--- config.mk ---
export PLATFORM = sky130hd
export DESIGN_NAME = iz_param_loader_flat
export DESIGN_NICKNAME = d
export VERILOG_FILES = /design/src/rtl/iz_loader_pkg.sv /design/src/rtl/iz_param_loader_if.sv /design/src/rtl/iz_loader_timer.sv /design/src/rtl/iz_param_loader.sv /design/src/flat_wrapper.sv
export SDC_FILE = /design/constraint.sdc
export NUM_CORES = 1
export LEC_CHECK = 0
export ABC_CLOCK_PERIOD_IN_PS = 2200
export CAP_MARGIN = 0
export CORE_MARGIN = 2
export CORE_UTILIZATION = 55
export DETAILED_ROUTE_END_ITERATION = 10
export PLACE_DENSITY = 0.87
export SETUP_SLACK_MARGIN = 0.4
export SLEW_MARGIN = 10
export SYNTH_ARGS = -nofsm -noshare
export SYNTH_HDL_FRONTEND = slang
export SYNTH_SLANG_ARGS = --single-unit
--- constraint.sdc ---
create_clock -name clk -period 2.2 [get_ports clk]
set_input_delay 0.55 -clock clk [delete_from_list [all_inputs] [get_ports clk]]
set_output_delay 0.55 -clock clk [all_outputs]
set_load 0.03 [all_outputs]
--- src/rtl/iz_loader_pkg.sv ---
// Shared types and constants for the Izhikevich parameter loader:
// FSM states, frame header, timeout length and reset-default parameters.
package iz_loader_pkg;

  typedef enum logic [1:0] {
    IDLE,
    PAYLOAD,
    CKSUM
  } state_t;

  localparam logic [7:0]  HEADER         = 8'hA5;
  localparam int          TIMEOUT_CYCLES = 1024;
  localparam int          PAYLOAD_LEN    = 8;
  localparam int          NUM_PARAMS     = PAYLOAD_LEN / 2;

  // Regular-spiking neuron, fixed-point scale 64
  localparam logic [15:0] DEF_A = 16'h0001;
  localparam logic [15:0] DEF_B = 16'h000D;
  localparam logic [15:0] DEF_C = 16'hEFC0;
  localparam logic [15:0] DEF_D = 16'h0200;

  function automatic logic [15:0] default_param(input int idx);
    case (idx)
      0:       return DEF_A;
      1:       return DEF_B;
      2:       return DEF_C;
      default: return DEF_D;
    endcase
  endfunction

endpackage

--- src/rtl/iz_param_loader_if.sv ---
// Configuration byte bus in, committed neuron parameters and status out.
// The loader takes the slave modport; the configuration host takes master.
interface iz_param_loader_if;
  logic [7:0]  cfg_data;
  logic        cfg_valid;
  logic [15:0] param_a;
  logic [15:0] param_b;
  logic [15:0] param_c;
  logic [15:0] param_d;
  logic        params_ready;
  logic        busy;
  logic        load_error;
  logic [7:0]  load_count;

  modport master (
    output cfg_data, cfg_valid,
    input  param_a, param_b, param_c, param_d,
    input  params_ready, busy, load_error, load_count
  );

  modport slave (
    input  cfg_data, cfg_valid,
    output param_a, param_b, param_c, param_d,
    output params_ready, busy, load_error, load_count
  );
endinterface

--- src/rtl/iz_loader_timer.sv ---
// Inter-byte idle counter; expired flags the idle edge on which the count
// would reach CYCLES-1, so the FSM aborts on that same edge.
import iz_loader_pkg::*;

module iz_loader_timer #(
  parameter int CYCLES = TIMEOUT_CYCLES,
  localparam int W     = $clog2(CYCLES)
) (
  input  logic clk,
  input  logic reset_n,
  input  logic clear,
  input  logic run,
  output logic expired
);

  logic [W-1:0] count_reg;

  always_ff @(posedge clk or negedge reset_n) begin
    if (!reset_n) begin
      count_reg <= '0;
    end else if (clear || !run) begin
      count_reg <= '0;
    end else begin
      count_reg <= count_reg + W'(1);
    end
  end

  assign expired = run && !clear && (count_reg == W'(CYCLES - 2));

endmodule

--- src/rtl/iz_param_loader.sv ---
// Framed configuration loader: HEADER, 8 payload bytes, XOR checksum;
// parameters are committed atomically only when the checksum matches.
import iz_loader_pkg::*;

module iz_param_loader (
  input  logic             clk,
  input  logic             reset_n,
  iz_param_loader_if.slave bus
);

  state_t      state_reg;
  logic [2:0]  idx_reg;
  logic [7:0]  xor_reg;
  logic [7:0]  shadow_reg  [PAYLOAD_LEN];
  logic [15:0] shadow_word [NUM_PARAMS];
  logic [15:0] param_reg   [NUM_PARAMS];
  logic        valid_set_reg;
  logic        params_ready_reg;
  logic        busy_reg;
  logic        load_error_reg;
  logic [7:0]  load_count_reg;
  logic        timer_run;
  logic        timer_expired;

  assign timer_run = (state_reg != IDLE);

  iz_loader_timer #(
    .CYCLES (TIMEOUT_CYCLES)
  ) u_timer (
    .clk     (clk),
    .reset_n (reset_n),
    .clear   (bus.cfg_valid),
    .run     (timer_run),
    .expired (timer_expired)
  );

  // Payload is big-endian per parameter: a_hi a_lo b_hi b_lo ...
  generate
    for (genvar gi = 0; gi < NUM_PARAMS; gi++) begin : g_word
      assign shadow_word[gi] = {shadow_reg[2*gi], shadow_reg[2*gi+1]};
    end
  endgenerate

  always_ff @(posedge clk or negedge reset_n) begin
    if (!reset_n) begin
      state_reg        <= IDLE;
      idx_reg          <= '0;
      xor_reg          <= '0;
      valid_set_reg    <= 1'b0;
      params_ready_reg <= 1'b0;
      busy_reg         <= 1'b0;
      load_error_reg   <= 1'b0;
      load_count_reg   <= '0;
      for (int i = 0; i < PAYLOAD_LEN; i++) shadow_reg[i] <= '0;
      for (int i = 0; i < NUM_PARAMS; i++) param_reg[i] <= default_param(i);
    end else begin
      load_error_reg <= 1'b0;
      unique case (state_reg)
        IDLE: begin
          if (bus.cfg_valid && bus.cfg_data == HEADER) begin
            state_reg        <= PAYLOAD;
            idx_reg          <= '0;
            xor_reg          <= HEADER;
            params_ready_reg <= 1'b0;
            busy_reg         <= 1'b1;
          end
        end
        PAYLOAD: begin
          if (bus.cfg_valid) begin
            shadow_reg[idx_reg] <= bus.cfg_data;
            xor_reg             <= xor_reg ^ bus.cfg_data;
            idx_reg             <= idx_reg + 3'd1;
            if (idx_reg == 3'(PAYLOAD_LEN - 1)) state_reg <= CKSUM;
          end else if (timer_expired) begin
            state_reg        <= IDLE;
            busy_reg         <= 1'b0;
            load_error_reg   <= 1'b1;
            params_ready_reg <= valid_set_reg;
          end
        end
        CKSUM: begin
          if (bus.cfg_valid) begin
            state_reg <= IDLE;
            busy_reg  <= 1'b0;
            if (bus.cfg_data == xor_reg) begin
              for (int i = 0; i < NUM_PARAMS; i++) param_reg[i] <= shadow_word[i];
              valid_set_reg    <= 1'b1;
              params_ready_reg <= 1'b1;
              load_count_reg   <= load_count_reg + 8'd1;
            end else begin
              load_error_reg   <= 1'b1;
              params_ready_reg <= valid_set_reg;
            end
          end else if (timer_expired) begin
            state_reg        <= IDLE;
            busy_reg         <= 1'b0;
            load_error_reg   <= 1'b1;
            params_ready_reg <= valid_set_reg;
          end
        end
        default: begin
          state_reg <= IDLE;
          busy_reg  <= 1'b0;
        end
      endcase
    end
  end

  assign bus.param_a      = param_reg[0];
  assign bus.param_b      = param_reg[1];
  assign bus.param_c      = param_reg[2];
  assign bus.param_d      = param_reg[3];
  assign bus.params_ready = params_ready_reg;
  assign bus.busy         = busy_reg;
  assign bus.load_error   = load_error_reg;
  assign bus.load_count   = load_count_reg;

endmodule

--- src/flat_wrapper.sv ---
// flat-port wrapper written by rule: the top's interface ports become plain ports
module iz_param_loader_flat 
  (clk, reset_n, bus_cfg_data, bus_cfg_valid, bus_param_a, bus_param_b, bus_param_c, bus_param_d, bus_params_ready, bus_busy, bus_load_error, bus_load_count);
  iz_param_loader_if bus_i ();
  input  logic clk;
  input  logic reset_n;
  input wire logic [$bits(bus_i.cfg_data)-1:0] bus_cfg_data;
  input wire logic [$bits(bus_i.cfg_valid)-1:0] bus_cfg_valid;
  output wire logic [$bits(bus_i.param_a)-1:0] bus_param_a;
  output wire logic [$bits(bus_i.param_b)-1:0] bus_param_b;
  output wire logic [$bits(bus_i.param_c)-1:0] bus_param_c;
  output wire logic [$bits(bus_i.param_d)-1:0] bus_param_d;
  output wire logic [$bits(bus_i.params_ready)-1:0] bus_params_ready;
  output wire logic [$bits(bus_i.busy)-1:0] bus_busy;
  output wire logic [$bits(bus_i.load_error)-1:0] bus_load_error;
  output wire logic [$bits(bus_i.load_count)-1:0] bus_load_count;
  assign bus_i.cfg_data = bus_cfg_data;
  assign bus_i.cfg_valid = bus_cfg_valid;
  assign bus_param_a = bus_i.param_a;
  assign bus_param_b = bus_i.param_b;
  assign bus_param_c = bus_i.param_c;
  assign bus_param_d = bus_i.param_d;
  assign bus_params_ready = bus_i.params_ready;
  assign bus_busy = bus_i.busy;
  assign bus_load_error = bus_i.load_error;
  assign bus_load_count = bus_i.load_count;
  iz_param_loader u_core (.clk(clk), .reset_n(reset_n), .bus(bus_i));
endmodule
After elaboration in Yosys (flattened, before gate mapping)
Index checks and enable logic that the tools add are counted.
W data, S select, Z words.
{"block": "totals", "reg_bits": 163, "inputBits": 11, "output_inout_bits": 75, "elab_cells": 88}
{"block": "classes", "addsub": 3, "order_cmp": 2, "n_eq_ne": 10, "n_mux": 32, "bitwise": 2, "reduce_logical": 18}
{"op": "$bwmux W64", "n": 1}
{"op": "$demux W8 S3", "n": 1}
{"op": "$mux W8", "n": 3}
{"op": "$pmux W8 S2", "n": 1}
{"op": "$mux W1", "n": 13}
{"op": "$add A10 B1 Y10 const B", "n": 1}
{"op": "$eq A10 B10 Y1 const B", "n": 1}
{"op": "$mux W10", "n": 1}
{"op": "$mux W2", "n": 5}
{"op": "$reduce_and A3 Y1", "n": 3}
{"op": "$add A8 B1 Y8 const B", "n": 1}
{"op": "$eq A8 B8 Y1", "n": 1}
{"op": "$eq A8 B8 Y1 const B", "n": 1}
{"op": "$reduce_and A2 Y1", "n": 4}
{"op": "$xor A8 B8 Y8", "n": 1}
{"op": "$mux W3", "n": 2}
{"op": "$pmux W1 S3", "n": 2}
{"op": "$pmux W2 S3", "n": 1}
{"op": "$pmux W3 S2", "n": 1}
{"op": "$ge A4 B4 Y1 const B", "n": 1}
{"op": "$logic_and A1 B1 Y1", "n": 4}
{"op": "$lt A4 B1 Y1 const B", "n": 1}
{"op": "$ne A2 B2 Y1 const B", "n": 2}
{"op": "$not A3 Y4", "n": 1}
{"op": "other kinds (12)", "n": 14}

Depth between registers and ports, before layout
Gate-level depths: netlist of run 1.
{"block": "depth", "depth_word": 6, "mapped_depth": 8, "depth_no_buf": 7}

Cells and area by module
A second synthesis of run 1 with hierarchy kept.
{"block": "hier_totals", "cells_unflattened": 479, "hier_area_um2": 6772.7}
{"mod": "iz_param_loader", "n_inst": 1, "cells_each": 429, "area_each_um2": 6273.5, "seq_area_each_um2": 3846.2}
{"mod": "iz_loader_timer", "n_inst": 1, "cells_each": 50, "area_each_um2": 499.2, "seq_area_each_um2": 250.2}

Least setup slack after synthesis of run 1
OpenSTA, ideal clock, no wires.
{"block": "synth_timing", "path_kind": "reg2reg", "from": "register u_core.state_reg[0]", "to": "register u_core.params_ready_reg, in the netlist u_core.bus.params_ready", "setup_ns": 0.125, "arrival_ns": 1.902, "required_ns": 2.075, "path_slack_ns": 0.173, "stages_incl_launch_ff": 8, "n_path_buf": 0, "synth_period_minus_slack_ns": 2.027, "cell_sequence": "dfrtp_1 inv_1 ha_1 or2_4 nor4_4 mux2_2 a22oi_1 o31ai_1"}
{"block": "synth_via", "elab_chain_cells": 6, "elab_cells_between_ends": 14, "cone_classes": "4 x eq/ne; 4 x mux; 6 x reduce/logical"}
{"item": "start, declared", "line_no": "iz_param_loader.sv:11", "source": "state_t state_reg;"}
{"item": "start signal, assigned", "line_no": "iz_param_loader.sv:46", "source": "state_reg <= IDLE;"}
{"item": "start signal, assigned", "line_no": "iz_param_loader.sv:61", "source": "state_reg <= PAYLOAD;"}
{"item": "start signal, assigned", "line_no": "iz_param_loader.sv:73", "source": "if (idx_reg == 3'(PAYLOAD_LEN - 1)) state_reg <= CKSUM;"}
{"item": "$reduce_bool A2 Y1", "line_no": "iz_param_loader.sv:25", "source": "assign timer_run = (state_reg != IDLE);"}
{"item": "$logic_and A1 B1 Y1 (2 in series)", "line_no": "iz_loader_timer.sv:28", "source": "assign expired = run && !clear && (count_reg == W'(CYCLES - 2));"}
{"item": "$mux W1"}
{"item": "$mux W1, on equally long branches"}
{"item": "$pmux W1 S3", "line_no": "iz_param_loader.sv:58", "source": "unique case (state_reg)"}
{"item": "end signal, assigned", "line_no": "iz_param_loader.sv:78", "source": "params_ready_reg <= valid_set_reg;"}
{"item": "end signal, assigned", "line_no": "iz_param_loader.sv:92", "source": "params_ready_reg <= valid_set_reg;"}
{"item": "end signal, assigned", "line_no": "iz_param_loader.sv:98", "source": "params_ready_reg <= valid_set_reg;"}
{"item": "end, declared", "line_no": "iz_param_loader.sv:18", "source": "logic params_ready_reg;"}
Parallel ways exist; a longest one is shown, timed or not. The select of a mux whose other input is x is not followed.
A chain may end at the register's enable or synchronous reset.

Final worst setup path of run 1
{"block": "layout_timing", "from": "register u_core.state_reg[1]", "to": "register u_core.params_ready_reg, in the netlist u_core.bus.params_ready"}
The elaborated chain is that of the path after synthesis.

==> results_dict.tcl, run 1 <==
set metrics [dict create \
    clk_path_buf_depth 2 \
    timing.final.max_slew_violations 0 \
    clock_skew_ns 0.0108 \
    clk_pin_slew_ns 0.07 \
    dp_hpwl_mm 9.76 \
    syn-mean-instance-area_um2 14.4 \
    worst_pin_slew_ns 0.508 \
    design.die.area_um2 13200 \
    die_width_um 115 \
    synth-main-ff-cell "dfrtp_1" \
    end_kind "register" \
    largest_reg_flops 64 \
    yosysSeqAreaShare_pct 60.4 \
    drc 0 \
    synth_cell_type_count 42 \
    port_buffers 85 \
    fillers 532 \
    fin_nets 664 \
    async_flop_share_pct 100 \
    peakVddDrop_v 0.000709 \
    hold_class "reg2reg" \
    status "complete, no violations" \
    fin_crit_ns 2.06 \
    synth-edff-count 0 \
    start_util_pct 56.5 \
    fmax_ghz 0.486 \
    yosysMostFrequentCell "dfrtp_1" \
    grt_max_degree 49 \
    post-route-period-util_pct 93.5 \
    grt_usage_pct 30.5 \
    r2r-start "u_core.state_reg[1]" \
    cp-start-kind "register" \
    diodes 0 \
    hold_depth 1 \
    setup_violations 0 \
    netlist_top_cells_count "dfrtp_1 (149), mux2_2 (131), nor2_1 (20), nand2_1 (16), xnor2_1 (16)" \
    numCtsBuffers 17 \
    synth_top_area_share_pct 55.0 \
    critPathMaxFanout 5 \
    grt_pass1_wl_mm 29.4 \
    grt_remaining_overflow 0 \
    vias 4984 \
    cp.arrival_ns 2.38 \
    antenna_left 0 \
    finalPower_mw 9.68 \
    io_pins 86 \
    drtIter0Drc 564 \
    cts_tree "yes" \
    hold_viol 0 \
    power.density_nw_per_um2 966 \
    antenna_found_initial 0 \
    yosysTopAreaCell "dfrtp_1" \
    finalSetupTns_ns 0 \
    r2r_slack_ns 0.14 \
    cts.sinks 163 \
    hp-start "u_core.bus.load_count[7]" \
    layout-drive-gt1-share_pct 53.4 \
    coreArea_um2 12000 \
    place.gp.congestion 0.865 \
    finalWirelength_mm 22.1 \
    synth.area.top_cells "dfrtp_1 (55%), mux2_2 (22%), dfstp_2 (5.4%)" \
    syn-cell-area_um2 6780 \
    drv_cap 0 \
    clk_latency_ns 0.44 \
    ff2ff_path_depth 8 \
    rr_endpoint "u_core.bus.params_ready" \
    htree_num_levels 4 \
    ys_warn_count 0 \
    rsz0062_at_grt "true" \
    slew_headroom_pct 66.1 \
    core.rowCount 40 \
    required_ns 2.52 \
    dr.pass1.iters 5 \
    synth-seq-cells 163 \
    worstSetupPathType "reg2reg" \
    area_delta_synth_final_pct 47.7 \
    hold-path-endpoint "u_core.bus.load_count[7]" \
    vias_per_cell 6.21 \
    syn-num-nets 491 \
    post_drt_wl_per_cell_um 27.5 \
    synth_cells 470 \
    chipHeight_um 115 \
    cts-root-buf "clkbuf_16" \
    grt_pass1_vias 5068 \
    p_leak_nw 4.89 \
]
==> layout by cell type (no fill, tap or decap), drive strengths merged, types with 8 or more instances in the layout <==
cell	synthesis	layout
inv	6	11
nor2	20	20
clkbuf	13	29
mux2	131	131
ha	10	10
nand3	8	8
dfrtp	149	149
xnor2	16	16
dlygate4sd2	0	41
clkdlybuf4s15	0	18
nand2	16	16
o21ai	8	8
nand4	8	8
dfstp	14	14
buf	9	104
==> metal layers <==
metal	track usage (%)	up-vias	wire length [um]
met1	38.7	2566	8500
met4	15.0	0	1100
met5	0	-	0
met3	6.64	96	1530
li1	-	2014	-
met2	49.9	308	10900
==> worst max-delay path, stage by stage (launching register included) <==
cell	delay (ns)
dfrtp_2	0.40
buf_6	0.11
inv_4	0.04
ha_4	0.18
or2_4	0.26
nor4_4	0.33
mux2_4	0.35
a22oi_2	0.19
o31ai_2	0.08
==> per-stage QoR <==
stage / hold WS [ns] / cells / cell area, um^2 / utilization, % / worst slack, ns
floorplan: 0.254 / 470 / 6970 / - / 0.287
global placement: 0.449 / 722 / 8250 / 68.7 / -0.346
detailed placement: 0.447 / 722 / 8250 / 68.7 / -0.371
CTS: 0.469 / 787 / 9440 / 78.6 / 0.241
global route: 0.505 / 803 / 10000 / 83.4 / 0.0983
finish: 0.493 / 803 / 10000 / 83.4 / 0.143
==> cell type report <==
| type | instances | area [um^2] | area share, % |
|---|---|---|---|
| flip-flops and latches | 163 | 4100 | 40.9 |
| clock buffers | 18 | 439 | 4.38 |
| multi-input cells | 280 | 3300 | 32.9 |
| well taps | 147 | 184 | 1.84 |
| clock inverters | 14 | 151 | 1.51 |
| repair buffers | 175 | 1830 | 18.2 |
| inverters | 6 | 25.0 | 0.250 |
==> kinds of logic (layout without fill, tap and decap cells) <==
logic type	count (synthesis)	in the layout	synth area share, %
DFF	163	163	60.4
AOI/OAI and AO/OA	36	36	3.82
muxes	131	131	21.7
buffers and inverters	28	213	2.34
adders and majority gates	10	10	1.84
and+or+nand+nor	81	82	7.14
xor gates and xnor gates	21	21	2.71
==> power by group <==
group	switching, mW	internal, mW
Combinational	1.15	1.32
Clock	1.35	1.72
Sequential	0.577	3.57
Total	3.07	6.61
==> worst max path at each step <==
| stage | start | to | slack, ns | depth (start not counted) |
|---|---|---|---|---|
| 2_1_floorplan | bus_cfg_data[7] | u_core.bus.param_a[10] | 0.29 | 5 |
| 3_3_place_gp | bus_cfg_data[5] | u_core.bus.busy | -0.35 | 6 |
| 3_5_place_dp | bus_cfg_data[5] | u_core.bus.param_b[13] | -0.37 | 6 |
| 4_1_cts | u_core.bus.param_a[0] | bus_param_a[0] | 0.24 | 1 |
| 5_1_grt | u_core.xor_reg[5] | u_core.bus.param_d[15] | 0.1 | 8 |
| 6_report | u_core.state_reg[1] | u_core.bus.params_ready | 0.14 | 8 |
==> what timing repair did <==
action | 4_1_cts | 5_1_grt
hold buffers | 1 | 0
resized for setup | 220 | 150
cloned | 9 | 1
endpoints found under the hold margin | 24 | 0
pin swaps | 9 | 26
endpoints found under the setup margin | 227 | 172
setup buffers | 23 | 15
No activity file was read; power rests on OpenSTA's default activity.
==> run 2, diff against run 1 <==
--- a/config.mk
+++ b/config.mk
@@ -7,7 +7,6 @@
 export LEC_CHECK = 0
 export ABC_CLOCK_PERIOD_IN_PS = 2200
 export CAP_MARGIN = 0
-export CORE_MARGIN = 2
 export CORE_UTILIZATION = 55
 export DETAILED_ROUTE_END_ITERATION = 10
 export PLACE_DENSITY = 0.87
==> results_dict.tcl, run 2 (synthesis gave the netlist of run 1 again) <==
set metrics [dict create \
    place_inst 724 \
    grt_pass1_wl_mm 30.7 \
    path_buf_inv 4 \
    clock_skew_ns 0.0134 \
    vias_per_cell 6.44 \
    numCtsBuffers 17 \
    drv_cap 0 \
    coreArea_um2 12000 \
    status "complete, no violations" \
    p_leak_nw 4.82 \
    final_common_cell "dfrtp_1" \
    finalWirelength_mm 23.5 \
    grt_usage_pct 33.3 \
    combPwrFrac_pct 26.2 \
    cts-root-buf "clkbuf_16" \
    post_drt_wl_per_cell_um 29.1 \
    start_util_pct 56.5 \
    multi_input_area_um2 3150 \
    grt_max_degree 53 \
    dr.pass1.iters 5 \
    p_int_mw 6.54 \
    slew_headroom_pct 61.9 \
    drtIter0Drc 392 \
    layout-drive-gt1-share_pct 52.9 \
    diodes 0 \
    slowest_delay_ns 0.49 \
    clk_pin_slew_ns 0.07 \
    hold_viol 0 \
    register_area_um2 4110 \
    seqPwrFrac_pct 43.0 \
    clk_latency_ns 0.44 \
    fin_cells 805 \
    power.density_nw_per_um2 982 \
    fin_nets 666 \
    fillers 549 \
    chipHeight_um 113 \
    die_width_um 113 \
    timing.final.max_slew_violations 0 \
    largest_reg_flops 64 \
    grt_remaining_overflow 0 \
    io_pins 86 \
    cp.arrival_ns 2.44 \
    worstSetupPathType "in2reg" \
    antenna_left 0 \
    r2r-start "u_core.state_reg[0]" \
    rsz0062_at_grt "true" \
    crit_path_frequent_cell "buf_6" \
    end_kind "register" \
    peakVddDrop_v 0.000628 \
    area_delta_synth_final_pct 45.7 \
    required_ns 2.46 \
    worst_pin_slew_ns 0.565 \
    fin_crit_ns 2.18 \
    critPathMaxFanout 11 \
    fmax_ghz 0.459 \
    final_cell_mix "dfrtp_1 (142), mux2_4 (81), mux2_2 (50)" \
    grt_pass1_vias 5243 \
    core.rowCount 40 \
    design.die.area_um2 12800 \
    drc 0 \
    whs_ns 0.0627 \
    p_switching_mw 3.16 \
    hold_class "in2async" \
    cts_tree "yes" \
    place.gp.congestion 0.835 \
    hold_buffers 0 \
    setup_violations 0 \
    power_frac_clock_pct 30.8 \
    dp_hpwl_mm 10.0 \
    path_delay_family "buffers and inverters" \
    port_buffers 85 \
    clk_path_buf_depth 2 \
    cts.sinks 163 \
    switching_share_pct 32.6 \
    finalPower_mw 9.70 \
    htree_num_levels 4 \
    startpoint "bus_cfg_data[0]" \
    antenna_found_initial 0 \
    slowest_stage "o21ai_0" \
    fin_util_pct 82.3 \
    post-route-period-util_pct 99.1 \
    crit_chain "clkdlybuf4s15_1, buf_6, nand2_1, o41ai_4, buf_4, buf_6, nand2_2, o21ai_0" \
    cp-start-kind "input port" \
    vias 5184 \
]
==> run 2: layout make-up <==
type / count / share of cell area [%]
clock buffer: 21 / 4.46
clock inverter: 11 / 1.30
inverter: 6 / 0.279
multi-input combinational: 279 / 31.9
sequential: 163 / 41.5
tap: 147 / 1.86
timing repair buffer: 178 / 18.7
==> run 2: worst paths after layout <==
| path | end | cells after the start | slack, ns |
|---|---|---|---|
| worst max-delay path | u_core.idx_reg[0] | 8 | 0.02 |
| worst min-delay path | u_core.bus.param_b[12] | 1 | 0.06 |
| worst max register to register | u_core.idx_reg[0] | 7 | 0.09 |
| worst min register to register | u_core.bus.load_count[7] | 1 | 0.47 |
| max in group asynchronous | u_core.bus.param_b[3] | 2 | 1.44 |
| min in group clk | u_core.bus.load_count[7] | 1 | 0.47 |
==> run 2: power groups by stage <==
| stage | clock network (mW) | registers [mW] | logic (mW) |
|---|---|---|---|
| floorplan | 0 | 3.89 | 1.16 |
| global placement | 0 | 4.01 | 1.48 |
| detailed placement | 0 | 4.06 | 1.58 |
| CTS | 2.93 | 4.02 | 1.87 |
| global route | 3.15 | 4.17 | 2.61 |
| finish | 2.99 | 4.17 | 2.54 |
==> run 2: through the flow <==
stage	area [um^2]	setup slack (ns)	setup TNS (ns)
after global routing	9880	-0.101	-0.101
after floorplan	6970	0.287	0
final	9880	0.0190	0
after CTS	9340	0.235	0
after detailed placement	8270	-0.337	-37.17
after global placement	8270	-0.281	-32.50
==> run 2: routing by layer <==
layer | share of wire, % | vias to the layer above | track usage (%)
li1 | - | 2019 | -
met5 | 0 | - | 0
met4 | 7.0 | 0 | 16.1
met1 | 38 | 2637 | 41.9
met2 | 47 | 387 | 54.8
met3 | 8.4 | 141 | 7.66
==> run 2: repair_timing <==
action / CTS / global route
hold endpoints to repair: 0 / 0
endpoints found under the setup margin: 227 / 168
setup buffers: 23 / 13
pin swaps: 14 / 21
gates cloned: 9 / 4
resized for setup: 200 / 127
==> run 3, diff against run 2 <==
--- a/config.mk
+++ b/config.mk
@@ -7,9 +7,10 @@
 export LEC_CHECK = 0
 export ABC_CLOCK_PERIOD_IN_PS = 2200
 export CAP_MARGIN = 0
-export CORE_UTILIZATION = 55
+export CORE_UTILIZATION = 40
+export CTS_CLUSTER_DIAMETER = 200
 export DETAILED_ROUTE_END_ITERATION = 10
-export PLACE_DENSITY = 0.87
+export PLACE_DENSITY = 0.69
 export SETUP_SLACK_MARGIN = 0.4
 export SLEW_MARGIN = 10
 export SYNTH_ARGS = -nofsm -noshare
==> results_dict.tcl, run 3 (synthesis gave the netlist of run 1 again) <==
set metrics [dict create \
    r2r_slack_ns 0.29 \
    finalWirelength_mm 16.7 \
    cts.sinks 163 \
    antenna_left 0 \
    clk_latency_ns 0.43 \
    grt_usage_pct 20.2 \
    routed.top_layer "met4" \
    status "complete, no violations" \
    hold_class "in2async" \
    drv_cap 0 \
    layout-drive-gt1-share_pct 51.8 \
    p_leak_nw 4.76 \
    worst_pin_slew_ns 0.507 \
    slew_headroom_pct 66.2 \
    critPathMaxFanout 6 \
    largest_reg_flops 64 \
    clock_skew_ns 0.00738 \
    fmax_ghz 0.523 \
    route.met2.wl_mm 8.33 \
    drtIter0Drc 210 \
    timing.final.max_slew_violations 0 \
    fin_crit_ns 1.91 \
    wl_met3_um 593 \
    fin_nets 655 \
    post-route-period-util_pct 87.0 \
    io_pins 86 \
    dp_hpwl_mm 9.81 \
    fillers 1311 \
    cp-start-kind "register" \
    dpl_cell_area_um2 8330 \
    power.density_nw_per_um2 913 \
    clk_pin_slew_ns 0.07 \
    setup_violations 0 \
    chipHeight_um 132 \
    grt_max_degree 54 \
    required_ns 2.51 \
    numCtsBuffers 17 \
    final_area_um2 9720 \
    place_inst 793 \
    grt_pass1_wl_mm 26.7 \
    hold_buffers 0 \
    design.die.area_um2 17500 \
    port_buffers 85 \
    die_width_um 132 \
    cp.arrival_ns 2.22 \
    rr_endpoint "u_core.bus.param_a[7]" \
    r2r-start "u_core.xor_reg[7]" \
    worstSetupPathType "reg2reg" \
    fin_cells 867 \
    slowest_stage "dfrtp_2" \
    vias_per_cell 5.13 \
    path_delay_family "flip-flops" \
    grt_pass1_vias 4806 \
    core.rowCount 47 \
    vias 4452 \
    antenna_found_initial 0 \
    diodes 0 \
    clk_path_buf_depth 2 \
    dp_slack_ns -0.385 \
    htree_num_levels 4 \
    peakVddDrop_v 0.000720 \
    final_cell_mix "dfrtp_1 (147), mux2_2 (66), mux2_4 (65)" \
    m1WireLength_mm 7.39 \
    start_util_pct 40.9 \
    drc 0 \
    final_common_cell "dfrtp_1" \
    end_kind "register" \
    coreArea_um2 16600 \
    place.gp.congestion 0.816 \
    ff2ff_path_depth 8 \
    grt_remaining_overflow 0 \
    cts_tree "yes" \
    dr.pass1.iters 6 \
    hold_viol 0 \
    post_drt_wl_per_cell_um 19.3 \
    cp_num_cells 8 \
    fin_util_pct 58.6 \
    cts-root-buf "clkbuf_16" \
    rsz0062_at_grt "true" \
    slowest_delay_ns 0.48 \
    crit_chain "xnor2_4, nand4_4, nor3_4, buf_6, buf_6, buf_6, buf_16, mux2_4" \
    fin_ws_ns 0.287 \
    path_buf_inv 4 \
    area_delta_synth_final_pct 43.2 \
    crit_path_frequent_cell "buf_6" \
]
## run 3: changes by cell type in the layout (fill, tap and decap cells not counted), moves of 5 or more
cell	previous run	this run
mux2_4	81	65
clkdlybuf4s15_1	15	5
dfrtp_1	142	147
buf_4	46	41
mux2_2	50	66
dfrtp_2	7	2
dlygate4sd2_1	46	53
## run 3: timing repair
action | CTS | global route
cloned | 7 | 4
buffers inserted | 20 | 11
setup endpoints to repair | 227 | 160
pin swaps | 11 | 19
gates resized for setup | 215 | 73
## run 3: routing by layer
| metal | vias up | track usage, % |
|---|---|---|
| li1 | 1999 | - |
| met1 | 2313 | 26.5 |
| met2 | 104 | 33.0 |
| met3 | 36 | 3.73 |
| met4 | 0 | 8.37 |
| met5 | - | 0 |
## run 3: worst max-delay path by stage
stage	endpoint	start	slack [ns]
after floorplan	u_core.bus.param_a[10]	bus_cfg_data[7]	0.29
after global placement	u_core.bus.param_b[11]	bus_cfg_data[4]	-0.37
after detailed placement	u_core.bus.param_d[8]	bus_cfg_data[4]	-0.39
after CTS	bus_param_c[11]	u_core.bus.param_c[11]	0.25
after global routing	u_core.bus.param_a[3]	u_core.xor_reg[0]	0.22
final	u_core.bus.param_a[7]	u_core.xor_reg[7]	0.29
## run 3: worst reg2reg max path: stages, from the launching register on
cell	delay, ns
dfrtp_2	0.48
xnor2_4	0.21
nand4_4	0.13
nor3_4	0.20
buf_6	0.16
buf_6	0.09
buf_6	0.09
buf_16	0.13
mux2_4	0.30
## run 3: where the power goes
| part | total (mW) | switching (mW) | internal, mW | leakage (nW) |
|---|---|---|---|---|
| logic | 1.93 | 0.855 | 1.08 | 2.33 |
| registers | 4.05 | 0.479 | 3.57 | 2.15 |
| clock network | 2.88 | 1.29 | 1.59 | 0.278 |
## run 3: cell type report
class / count / area (um^2) / share of cell area [%]
Sequential cell: 163 / 4100 / 42.2
Clock inverter: 15 / 151 / 1.56
Inverter: 6 / 25.0 / 0.258
Multi-Input combinational cell: 280 / 3070 / 31.6
Clock buffer: 17 / 425 / 4.38
Tap cell: 220 / 275 / 2.83
Timing Repair Buffer: 166 / 1670 / 17.2
## run 3: per-stage QoR
step	power (mW)	TNS (ns)	hold slack [ns]
3_3_place_gp	5.52	-33.42	0.460
6_report	8.87	0	0.0762
3_5_place_dp	5.61	-35.25	0.470
2_1_floorplan	5.06	0	0.254
5_1_grt	9.25	0	0.115
4_1_cts	8.67	0	0.0854
